File: src/rtl/hex_line_parser_if.sv
// Byte-in / record-out bundle between a uart_rx byte source and the hex line parser.
// The slave modport is the parser side; master is the byte source plus the record consumer.
interface hex_line_parser_if #(
    parameter int WIDTH      = 28,
    parameter int MAX_DIGITS = WIDTH / 4,
    parameter int DIGITS_W   = $clog2(MAX_DIGITS + 1)
);
    logic [7:0]          data;
    logic                data_strobe;
    logic [WIDTH-1:0]    word;
    logic                word_strobe;
    logic [DIGITS_W-1:0] digits;
    logic                error_strobe;

    modport master (
        output data,
        output data_strobe,
        input  word,
        input  word_strobe,
        input  digits,
        input  error_strobe
    );

    modport slave (
        input  data,
        input  data_strobe,
        output word,
        output word_strobe,
        output digits,
        output error_strobe
    );
endinterface

File: src/rtl/hex_line_parser.sv
// Rebuilds fixed-width hex records (e.g. "A1 2345F\r\n") from a received ASCII byte stream,
// emitting one right-aligned word per good line and an error pulse per malformed line.
module hex_line_parser #(
    parameter int WIDTH      = 28,
    parameter int MAX_DIGITS = WIDTH / 4
) (
    input  logic              clk,
    input  logic              reset,
    hex_line_parser_if.slave  bus
);
    localparam int CNT_W = $clog2(MAX_DIGITS + 1);
    localparam logic [CNT_W-1:0] MAX_CNT = CNT_W'(MAX_DIGITS);

    typedef enum logic [1:0] {
        IDLE    = 2'd0,
        ACCUM   = 2'd1,
        DISCARD = 2'd2
    } state_t;

    typedef enum logic [1:0] {
        CL_DIGIT = 2'd0,
        CL_SEP   = 2'd1,
        CL_TERM  = 2'd2,
        CL_BAD   = 2'd3
    } char_class_t;

    function automatic char_class_t classify(input logic [7:0] c);
        char_class_t cl;
        if ((c >= 8'h30 && c <= 8'h39) || (c >= 8'h41 && c <= 8'h46) ||
            (c >= 8'h61 && c <= 8'h66)) begin
            cl = CL_DIGIT;
        end else if (c == 8'h20 || c == 8'h09) begin
            cl = CL_SEP;
        end else if (c == 8'h0D || c == 8'h0A) begin
            cl = CL_TERM;
        end else begin
            cl = CL_BAD;
        end
        return cl;
    endfunction

    // Letters share the low nibble pattern 1..6 in both cases, so one offset covers A-F and a-f.
    function automatic logic [3:0] nibble(input logic [7:0] c);
        logic [3:0] n;
        if (c <= 8'h39) begin
            n = c[3:0];
        end else begin
            n = c[3:0] + 4'd9;
        end
        return n;
    endfunction

    state_t           state_q,  state_d;
    logic [WIDTH-1:0] shift_q,  shift_d;
    logic [CNT_W-1:0] count_q,  count_d;
    logic [WIDTH-1:0] word_q,   word_d;
    logic [CNT_W-1:0] digits_q, digits_d;
    logic             word_stb_q, word_stb_d;
    logic             err_stb_q,  err_stb_d;
    char_class_t      cls_s;
    logic [3:0]       nib_s;

    // State and output registers; reset clears any partial line without a strobe.
    always_ff @(posedge clk or negedge reset) begin
        if (!reset) begin
            state_q    <= IDLE;
            shift_q    <= '0;
            count_q    <= '0;
            word_q     <= '0;
            digits_q   <= '0;
            word_stb_q <= 1'b0;
            err_stb_q  <= 1'b0;
        end else begin
            state_q    <= state_d;
            shift_q    <= shift_d;
            count_q    <= count_d;
            word_q     <= word_d;
            digits_q   <= digits_d;
            word_stb_q <= word_stb_d;
            err_stb_q  <= err_stb_d;
        end
    end

    // Next-state and output decode for one strobed byte.
    always_comb begin
        cls_s      = classify(bus.data);
        nib_s      = nibble(bus.data);
        state_d    = state_q;
        shift_d    = shift_q;
        count_d    = count_q;
        word_d     = word_q;
        digits_d   = digits_q;
        word_stb_d = 1'b0;
        err_stb_d  = 1'b0;

        if (bus.data_strobe) begin
            case (state_q)
                IDLE: begin
                    case (cls_s)
                        CL_DIGIT: begin
                            shift_d = {{(WIDTH-4){1'b0}}, nib_s};
                            count_d = CNT_W'(1);
                            state_d = ACCUM;
                        end
                        CL_BAD:  state_d = DISCARD;
                        default: state_d = IDLE;
                    endcase
                end
                ACCUM: begin
                    case (cls_s)
                        CL_DIGIT: begin
                            if (count_q == MAX_CNT) begin
                                state_d = DISCARD;
                            end else begin
                                shift_d = {shift_q[WIDTH-5:0], nib_s};
                                count_d = count_q + CNT_W'(1);
                            end
                        end
                        CL_TERM: begin
                            word_d     = shift_q;
                            digits_d   = count_q;
                            word_stb_d = 1'b1;
                            shift_d    = '0;
                            count_d    = '0;
                            state_d    = IDLE;
                        end
                        CL_BAD:  state_d = DISCARD;
                        default: state_d = ACCUM;
                    endcase
                end
                DISCARD: begin
                    if (cls_s == CL_TERM) begin
                        err_stb_d = 1'b1;
                        shift_d   = '0;
                        count_d   = '0;
                        state_d   = IDLE;
                    end else begin
                        state_d = DISCARD;
                    end
                end
                default: begin
                    shift_d = '0;
                    count_d = '0;
                    state_d = IDLE;
                end
            endcase
        end else begin
            state_d = state_q;
        end
    end

    assign bus.word         = word_q;
    assign bus.digits       = digits_q;
    assign bus.word_strobe  = word_stb_q;
    assign bus.error_strobe = err_stb_q;
endmodule

File: src/flat_wrapper.sv
// flat-port wrapper written by rule: the top's interface ports become plain ports
module hex_line_parser_flat 
#(
    parameter int WIDTH      = 28,
    parameter int MAX_DIGITS = WIDTH / 4
)
  (clk, reset, bus_data, bus_data_strobe, bus_word, bus_word_strobe, bus_digits, bus_error_strobe);
  hex_line_parser_if #(.WIDTH(WIDTH), .MAX_DIGITS(MAX_DIGITS)) bus_i ();
  input  logic clk;
  input  logic reset;
  input wire logic [$bits(bus_i.data)-1:0] bus_data;
  input wire logic [$bits(bus_i.data_strobe)-1:0] bus_data_strobe;
  output wire logic [$bits(bus_i.word)-1:0] bus_word;
  output wire logic [$bits(bus_i.word_strobe)-1:0] bus_word_strobe;
  output wire logic [$bits(bus_i.digits)-1:0] bus_digits;
  output wire logic [$bits(bus_i.error_strobe)-1:0] bus_error_strobe;
  assign bus_i.data = bus_data;
  assign bus_i.data_strobe = bus_data_strobe;
  assign bus_word = bus_i.word;
  assign bus_word_strobe = bus_i.word_strobe;
  assign bus_digits = bus_i.digits;
  assign bus_error_strobe = bus_i.error_strobe;
  hex_line_parser #(.WIDTH(WIDTH), .MAX_DIGITS(MAX_DIGITS)) u_core (.clk(clk), .reset(reset), .bus(bus_i));
endmodule
File: config.mk
export PLATFORM = sky130hd
export DESIGN_NAME = hex_line_parser_flat
export DESIGN_NICKNAME = d
export VERILOG_FILES = /design/src/rtl/hex_line_parser_if.sv /design/src/rtl/hex_line_parser.sv /design/src/flat_wrapper.sv
export SDC_FILE = /design/constraint.sdc
export NUM_CORES = 1
export LEC_CHECK = 0
export ABC_AREA = 1
export CAP_MARGIN = 10
export CORE_MARGIN = 8
export CORE_UTILIZATION = 45
export CTS_CLUSTER_DIAMETER = 50
export CTS_CLUSTER_SIZE = 40
export DETAILED_ROUTE_END_ITERATION = 8
export PLACE_DENSITY = 0.67
export SKIP_LAST_GASP = 1
export SLEW_MARGIN = 30
export SYNTH_ARGS = -nofsm -noshare
export SYNTH_HDL_FRONTEND = slang
export SYNTH_SLANG_ARGS = --single-unit
export TNS_END_PERCENT = 5
File: constraint.sdc
create_clock -name clk -period 3.39 [get_ports clk]
set_input_delay 0.678 -clock clk [delete_from_list [all_inputs] [get_ports clk]]
set_output_delay 0.678 -clock clk [all_outputs]
set_load 0.02 [all_outputs]
==> run metrics <==
Congestion Overflow GR=0; final hold viol count=0; largest area contributor in the netlist=dfrtp_1; Gate Count Post-Synth=402; clk root buf=clkbuf_8; layout cells sized above 1=0.238; vias in the first global route=2652; worst flop-to-flop path endpoint=u_core.shift_q[5]; first-pass GRT wire length=12.5 mm; crit path to=u_core.shift_q[6]; Reg clk slew, reported paths=0.07 ns; critical path type=input pin to flip-flop; launch point of the critical path=bus_data[1]; Antenna diodes=0; number of flops mapped to enable cells by yosys=0; register area share after synthesis=0.471; Worst R2R Setup Slack=1.59 ns; total negative slack=0 ns; drt total wl=7.00 mm; vias per std cell=4.74; asr flop ratio synth=1.00; Post-layout nets=461; Power Dens Cells=427 mW/mm^2; RSZ-0062 raised after global routing=false; worst hold margin=0.378 ns; Post-CTS Hold Fix Bufs=0; Max Cap Viol=0; final clock skew=0.00793 ns; Critical R2R Launch=u_core.state_q[0]; Non-Filler Instances=548; WL/cell=12.8 um; post-cts sizing count=0; most instantiated cells after synthesis=nand2_1, dfrtp_1, nand2_2; GPL Wtd Cong=0.784; most frequently used flop master after synthesis=dfrtp_1; highest clock rate=385 MHz; Rel. slew slack=0.532; Final period util=0.766; initial antenna violation count=0; CP max FO=18; Vias=2599; I/O pins=44; total CTS buffers=9; largest net degree at the start of global routing=38; Fill cells=732; maximum VDD drop=246 uV; 1st-pass router iterations=4; post-synth net total=421; Tmin final=2.60 ns; top-area cell type share of the netlist area=0.471; Vert. Die Dim=104 um; CTS tree=built; CTS H-Tree Depth=3; most frequent cell after synthesis=nand2_1; Clock Sinks=66; worst slew pin tran=0.702 ns; Seq cells post-synth=66; fin. max-slew vios=0; top cells by area, synth=dfrtp_1, nand2_2, nand2_1, nand3_1, nor2_1; Port Buf Inserts=43; Max clock buf depth=2; Final ANT Viol Nets=0; CP required=3.68 ns; CP startpoint kind=input pin; starting density of the core=0.459; mean post-synth cell area=8.73 um^2; # Post-CTS Setup Buffers=0; Hold Path Class=input pin to async pin; reg2reg path depth=6; CP arrival=2.88 ns; Die Wd=104 um; Cell variety after synth=30; Worst setup EP type=flip-flop; gr usage total=0.139; DRT iter0 DRCs=136; cell leakage power=1.91 nW; netlist area before placement=0.00351 mm^2; Final Setup Violations=0; placed cells=533; std cell rows=32; Clock Latency Late Sink=0.35 ns; DRC viols=0; Core ar.=0.00765 mm^2; hpwl dp=4.88 mm; Area growth, synth to finish=17.7%; status=finished, final reports clean; die footprint=0.0109 mm^2; Synth Warn #=0
[cell families after synthesis]
kind of cell	after synthesis	share of synthesized area
simple gates	229	0.341
compound gates	34	0.0503
flops	66	0.471
fa+ha+maj	8	0.0285
buf+inv	62	0.102
xor+xnor	3	0.00749
[layout by cell type, fill, tap and decap left out, types with 2 or more instances in the layout]
master	instances
nand2_1	69
dfrtp_1	66
nand2_2	62
clkdlybuf4s50_1	42
nor2_1	41
inv_1	37
nand3_1	37
o21ai_1	20
o21ai_0	10
clkbuf_8	9
ha_1	8
nand3_2	6
inv_2	4
buf_4	4
nor2_2	3
nand2_4	3
clkinv_2	3
nand3b_1	2
inv_4	2
nor2_8	2
xor2_1	2
a21oi_1	2
bufinv_16	2
[worst min path at each step]
stage / depth (start not counted) / startpoint / to
6_report: 1 / reset / u_core.shift_q[23]
5_1_grt: 1 / reset / u_core.shift_q[24]
4_1_cts: 1 / reset / u_core.bus.word[22]
3_5_place_dp: 2 / u_core.shift_q[14] / u_core.shift_q[14]
3_3_place_gp: 2 / u_core.shift_q[14] / u_core.shift_q[14]
2_1_floorplan: 0 / reset / u_core.bus.digits[0]
[final cells by class]
class,count,area [um^2],share of cell area
clock buffer,9,124,0.0300
clock inverter,6,82.6,0.0200
inverter,43,166,0.0403
multi-input combinational,274,1500,0.363
sequential,66,1650,0.400
tap,102,128,0.0309
timing repair buffer,48,475,0.115
[sequential cells by signal (all words and copies together) (netlist names)]
name,count
u_core.bus.word,28
u_core.shift_q,28
u_core.bus.digits,3
u_core.bus.word_strobe,1
u_core.bus.error_strobe,1
u_core.state_q,2
u_core.count_q,3
[metrics by stage]
step | util | total power [mW] | instance area [um^2] | setup slack [ns]
after floorplan | - | 1.04 | 3510 | 1.23
after global placement | 0.513 | 1.07 | 3920 | 0.479
after detailed placement | 0.513 | 1.08 | 3920 | 0.441
after CTS | 0.540 | 1.78 | 4130 | 0.808
after global routing | 0.540 | 1.85 | 4130 | 0.582
final | 0.540 | 1.76 | 4130 | 0.794
[routing by layer]
metal  wire length (um)  GRT usage  part of all wire  up-vias
li1                   -          -                 -     1315
met5                  0          0                 0        -
met4                110     0.0538             0.016        0
met3                313     0.0440             0.045       11
met2               3420      0.234              0.49       45
met1               3160      0.160              0.45     1228
[critical path, stage by stage]
cell             delay, ns
clkdlybuf4s50_1       0.52
inv_1                 0.11
ha_1                  0.23
nand3_2               0.10
nor2_2                0.06
nor2_4                0.14
nand2_4               0.11
nand2_4               0.09
nand2_4               0.07
nor2_8                0.26
buf_4                 0.29
nand3_1               0.13
nand2_2               0.08
[where the power goes]
part           total [mW]  internal, mW  switching, mW  leakage (nW)
Combinational       0.225        0.0739          0.151         0.889
Clock               0.704         0.406          0.298         0.105
Sequential          0.833         0.812         0.0210         0.915
Total                1.76          1.29          0.470          1.91
(Power assumes the default switching activity.)
==> RTL edit 1 (same settings) <==
Make the reset (`reset`) synchronous in one clocked block.
--- a/src/rtl/hex_line_parser.sv
+++ b/src/rtl/hex_line_parser.sv
@@ -61,7 +61,7 @@
     logic [3:0]       nib_s;
 
     // State and output registers; reset clears any partial line without a strobe.
-    always_ff @(posedge clk or negedge reset) begin
+    always_ff @(posedge clk) begin
         if (!reset) begin
             state_q    <= IDLE;
             shift_q    <= '0;
Behaviour: differs if reset is asserted again (counterexample within 4 cycles, from zero or initial values and one cycle with reset low); with reset held inactive, the same outputs for 4 cycles.
==> RTL edit 1 against the unedited design <==
  * Non-clock buffer count up 1
  * Power decreased by 13%
  * Area after synthesis decreased by 13%
  * Routed wire length shrank 3.9%
  * First-iteration DRC count up 40%
  * Sequential cell count stayed put
  * Global-route usage increased by 0.85 points
  * Highest routed layer unchanged
  * Count of clock-buffer cells in the layout grew 3
  * Final area shrank 12%
  * Worst setup slack lost 0.032 ns
  * Combinational power shrank 22%
==> RTL edit 1: results (changes against the unedited design) <==
\begin{tabular}{lr}
\hline
Metric & Value \\
\hline
\multicolumn{2}{l}{\textbf{Cells and area}} \\
Signal inverters & 40 (-7.0\%) \\
Clock buffers & 12 (+3) \\
Non-Filler Cell Area, Final & 3650 um\^{}2 (-12\%) \\
Number of multi-input combinational cells in the layout & 313 (+14\%) \\
Non-clock buffers & 49 (+2.1\%) \\
Fraction of standard cell area in multi-input logic & 39.8\% (+3.5 points) \\
Filler cell count & 683 (-6.7\%) \\
\multicolumn{2}{l}{\textbf{Timing}} \\
Slew at the pin with the worst max-slew slack & 0.605 ns (-0.0963 ns) \\
\multicolumn{2}{l}{\textbf{Status}} \\
Result of the run & finished clean \\
\multicolumn{2}{l}{\textbf{Global route}} \\
GRT Util Overall & 14.7\% (+0.85 points) \\
Largest net degree at the start of global routing & 65 (+71\%) \\
\multicolumn{2}{l}{\textbf{Drt}} \\
Average wire per cell in the routed design & 11.9 um (-6.5\%) \\
Detailed-router iteration count before antenna repair & 5 (+1) \\
Post-Route WL & 6720 um (-3.9\%) \\
\multicolumn{2}{l}{\textbf{Power and ir drop}} \\
Overall power of the completed layout & 1540 uW (-13\%) \\
Largest vdd supply drop & 0.328 mV (+33\%) \\
Sw frac & 26.6\% (-0.097 points) \\
\multicolumn{2}{l}{\textbf{Place}} \\
Total cell area at the placement stage & 3500 um\^{}2 (-11\%) \\
Global placer's final weighted congestion & 0.833 (+6.2\%) \\
\multicolumn{2}{l}{\textbf{Logic synthesis}} \\
Synth Area in Compound Gates & 9.33\% (+4.3 points) \\
Async SR Flop Fraction & 0\% (-100 points) \\
Adder-cell area share of the yosys netlist & 3.27\% (+0.42 points) \\
\multicolumn{2}{l}{\textbf{Critical path}} \\
R2r endpoint & u\_core.bus.word[19] \\
R2R setup slack & 1.64 ns (+0.05 ns) \\
Data arrival at the endpoint of the critical path & 2.90 ns (+0.02 ns) \\
\hline
\end{tabular}
-- RTL edit 1: critical path, stage by stage --
cell,delay (ns)
sky130_fd_sc_hd__clkdlybuf4s50_1,0.58
sky130_fd_sc_hd__inv_1,0.12
sky130_fd_sc_hd__ha_1,0.24
sky130_fd_sc_hd__inv_1,0.07
sky130_fd_sc_hd__nand3_1,0.07
sky130_fd_sc_hd__nand2_1,0.08
sky130_fd_sc_hd__nand2_1,0.10
sky130_fd_sc_hd__nand3_4,0.10
sky130_fd_sc_hd__nand2_1,0.06
sky130_fd_sc_hd__ha_1,0.28
sky130_fd_sc_hd__or2_2,0.29
sky130_fd_sc_hd__nand3_1,0.09
sky130_fd_sc_hd__nand2_1,0.05
sky130_fd_sc_hd__a21oi_1,0.10
==> RTL edit 2 (same settings) <==
Without the edit above. `WIDTH` is set to 28 in 3 places; all go to 36.
--- a/src/rtl/hex_line_parser_if.sv
+++ b/src/rtl/hex_line_parser_if.sv
@@ -1,7 +1,7 @@
 // Byte-in / record-out bundle between a uart_rx byte source and the hex line parser.
 // The slave modport is the parser side; master is the byte source plus the record consumer.
 interface hex_line_parser_if #(
-    parameter int WIDTH      = 28,
+    parameter int WIDTH      = 36,
     parameter int MAX_DIGITS = WIDTH / 4,
     parameter int DIGITS_W   = $clog2(MAX_DIGITS + 1)
 );
--- a/src/rtl/hex_line_parser.sv
+++ b/src/rtl/hex_line_parser.sv
@@ -1,7 +1,7 @@
 // Rebuilds fixed-width hex records (e.g. "A1 2345F\r\n") from a received ASCII byte stream,
 // emitting one right-aligned word per good line and an error pulse per malformed line.
 module hex_line_parser #(
-    parameter int WIDTH      = 28,
+    parameter int WIDTH      = 36,
     parameter int MAX_DIGITS = WIDTH / 4
 ) (
     input  logic              clk,
--- a/src/flat_wrapper.sv
+++ b/src/flat_wrapper.sv
@@ -1,7 +1,7 @@
 // flat-port wrapper written by rule: the top's interface ports become plain ports
 module hex_line_parser_flat 
 #(
-    parameter int WIDTH      = 28,
+    parameter int WIDTH      = 36,
     parameter int MAX_DIGITS = WIDTH / 4
 )
   (clk, reset, bus_data, bus_data_strobe, bus_word, bus_word_strobe, bus_digits, bus_error_strobe);
Interface: changed (resized bus_digits and bus_word); port bits go from 44 to 53. No check against the original RTL was run, so the function may have changed too.
==> RTL edit 2 against the unedited design <==
  * Worst setup slack worse by 0.081 ns
  * Final area is 16% higher
  * Sequential cell count up 18
  * Routed wire length grew 20%
  * Area after synthesis grew 15%
  * Power up 9.2%
  * Sequential share of layout area grew 4.0 points
  * Critical path depth is 3 higher
==> RTL edit 2: results (changes against the unedited design) <==
\begin{tabular}{lr}
\hline
Metric & Value \\
\hline
\multicolumn{2}{l}{\textbf{Status}} \\
Result of the run & finished clean \\
\multicolumn{2}{l}{\textbf{Drt}} \\
Post-route met1 wirelength & 3650 um (+15\%) \\
Average wire per cell in the routed design & 12.9 um (+1.4\%) \\
Met2 wirelength from detailed routing & 4070 um (+19\%) \\
Routed met3 length & 581 um (+86\%) \\
Number of DRC markers in iteration 0 & 119 (-13\%) \\
Post-Route WL & 8420 um (+20\%) \\
Vias per cell & 4.94 (+4.1\%) \\
\multicolumn{2}{l}{\textbf{Power and ir drop}} \\
Power density normalized to cell area & 403 nW/um\^{}2 (-5.7\%) \\
Sw frac & 26.2\% (-0.52 points) \\
P\_leak & 0.00227 uW (+19\%) \\
\multicolumn{2}{l}{\textbf{Timing}} \\
Worst rel slew slack & 51.2\% (-2.1 points) \\
Final setup skew & 0.0107 ns (+0.00282 ns) \\
Tightest hold margin & 0.352 ns (-0.0260 ns) \\
\multicolumn{2}{l}{\textbf{Logic synthesis}} \\
Unique masters post-synth & 31 (+3.3\%) \\
Most used standard cells in the synthesized netlist & sky130\_fd\_sc\_hd\_\_nand2\_1 (152), sky130\_fd\_sc\_hd\_\_dfrtp\_1 (84), sky130\_fd\_sc\_hd\_\_nor2\_1 (54) \\
Sequential-to-total area share from yosys stat & 52.0\% (+4.9 points) \\
Synth Area in Compound Gates & 11.8\% (+6.7 points) \\
Gate count after technology mapping & 491 (+22\%) \\
Adder-cell area share of the yosys netlist & 2.48\% (-0.38 points) \\
\multicolumn{2}{l}{\textbf{Place}} \\
Total cell area at the placement stage & 4580 um\^{}2 (+17\%) \\
Number of buffer cells added on primary ports & 52 (+21\%) \\
Global placer's final weighted congestion & 0.797 (+1.6\%) \\
HPWL after detailed placement & 5650 um (+16\%) \\
Setup slack at placement & 0.357 ns (-0.0847 ns) \\
\multicolumn{2}{l}{\textbf{Critical path}} \\
Destination of the critical timing path & u\_core.state\_q[1] \\
R2r endpoint & u\_core.bus.word[19] \\
Delay of the slowest critical-path stage & 0.55 ns (+0.03 ns) \\
Data arrival at the endpoint of the critical path & 2.97 ns (+0.09 ns) \\
Largest fanout on the critical path & 5 (-13) \\
\multicolumn{2}{l}{\textbf{Cells and area}} \\
Filler cell count & 817 (+12\%) \\
Layout Nets & 556 (+21\%) \\
Layout cell share with drive strength beyond 1 & 7.56\% (-16 points) \\
\multicolumn{2}{l}{\textbf{Global route}} \\
GRT Util Overall & 14.2\% (+0.31 points) \\
Routing usage on met1 & 16.1\% (+0.095 points) \\
Global-route wire length before repair & 14800 um (+18\%) \\
\hline
\end{tabular}
-- RTL edit 2: cell count changes after synthesis, moves of 8 or more --
cell / change
sky130_fd_sc_hd__o21ai_0: +40
sky130_fd_sc_hd__nor2_1: +13
sky130_fd_sc_hd__inv_1: +15
sky130_fd_sc_hd__nand2_1: +83
sky130_fd_sc_hd__nand3_1: -24
sky130_fd_sc_hd__o21ai_2: +8
sky130_fd_sc_hd__dfrtp_1: +18
sky130_fd_sc_hd__nand2_2: -61
-- RTL edit 2: cell type report --
class / count / area [um^2] / share of cell area [%]
Tap cell: 108 / 135 / 2.83
Inverter: 53 / 199 / 4.16
Clock inverter: 7 / 75.1 / 1.57
Clock buffer: 9 / 124 / 2.59
Sequential cell: 84 / 2100 / 44.0
Multi-Input combinational cell: 330 / 1570 / 32.8
Timing Repair Buffer: 59 / 574 / 12.0
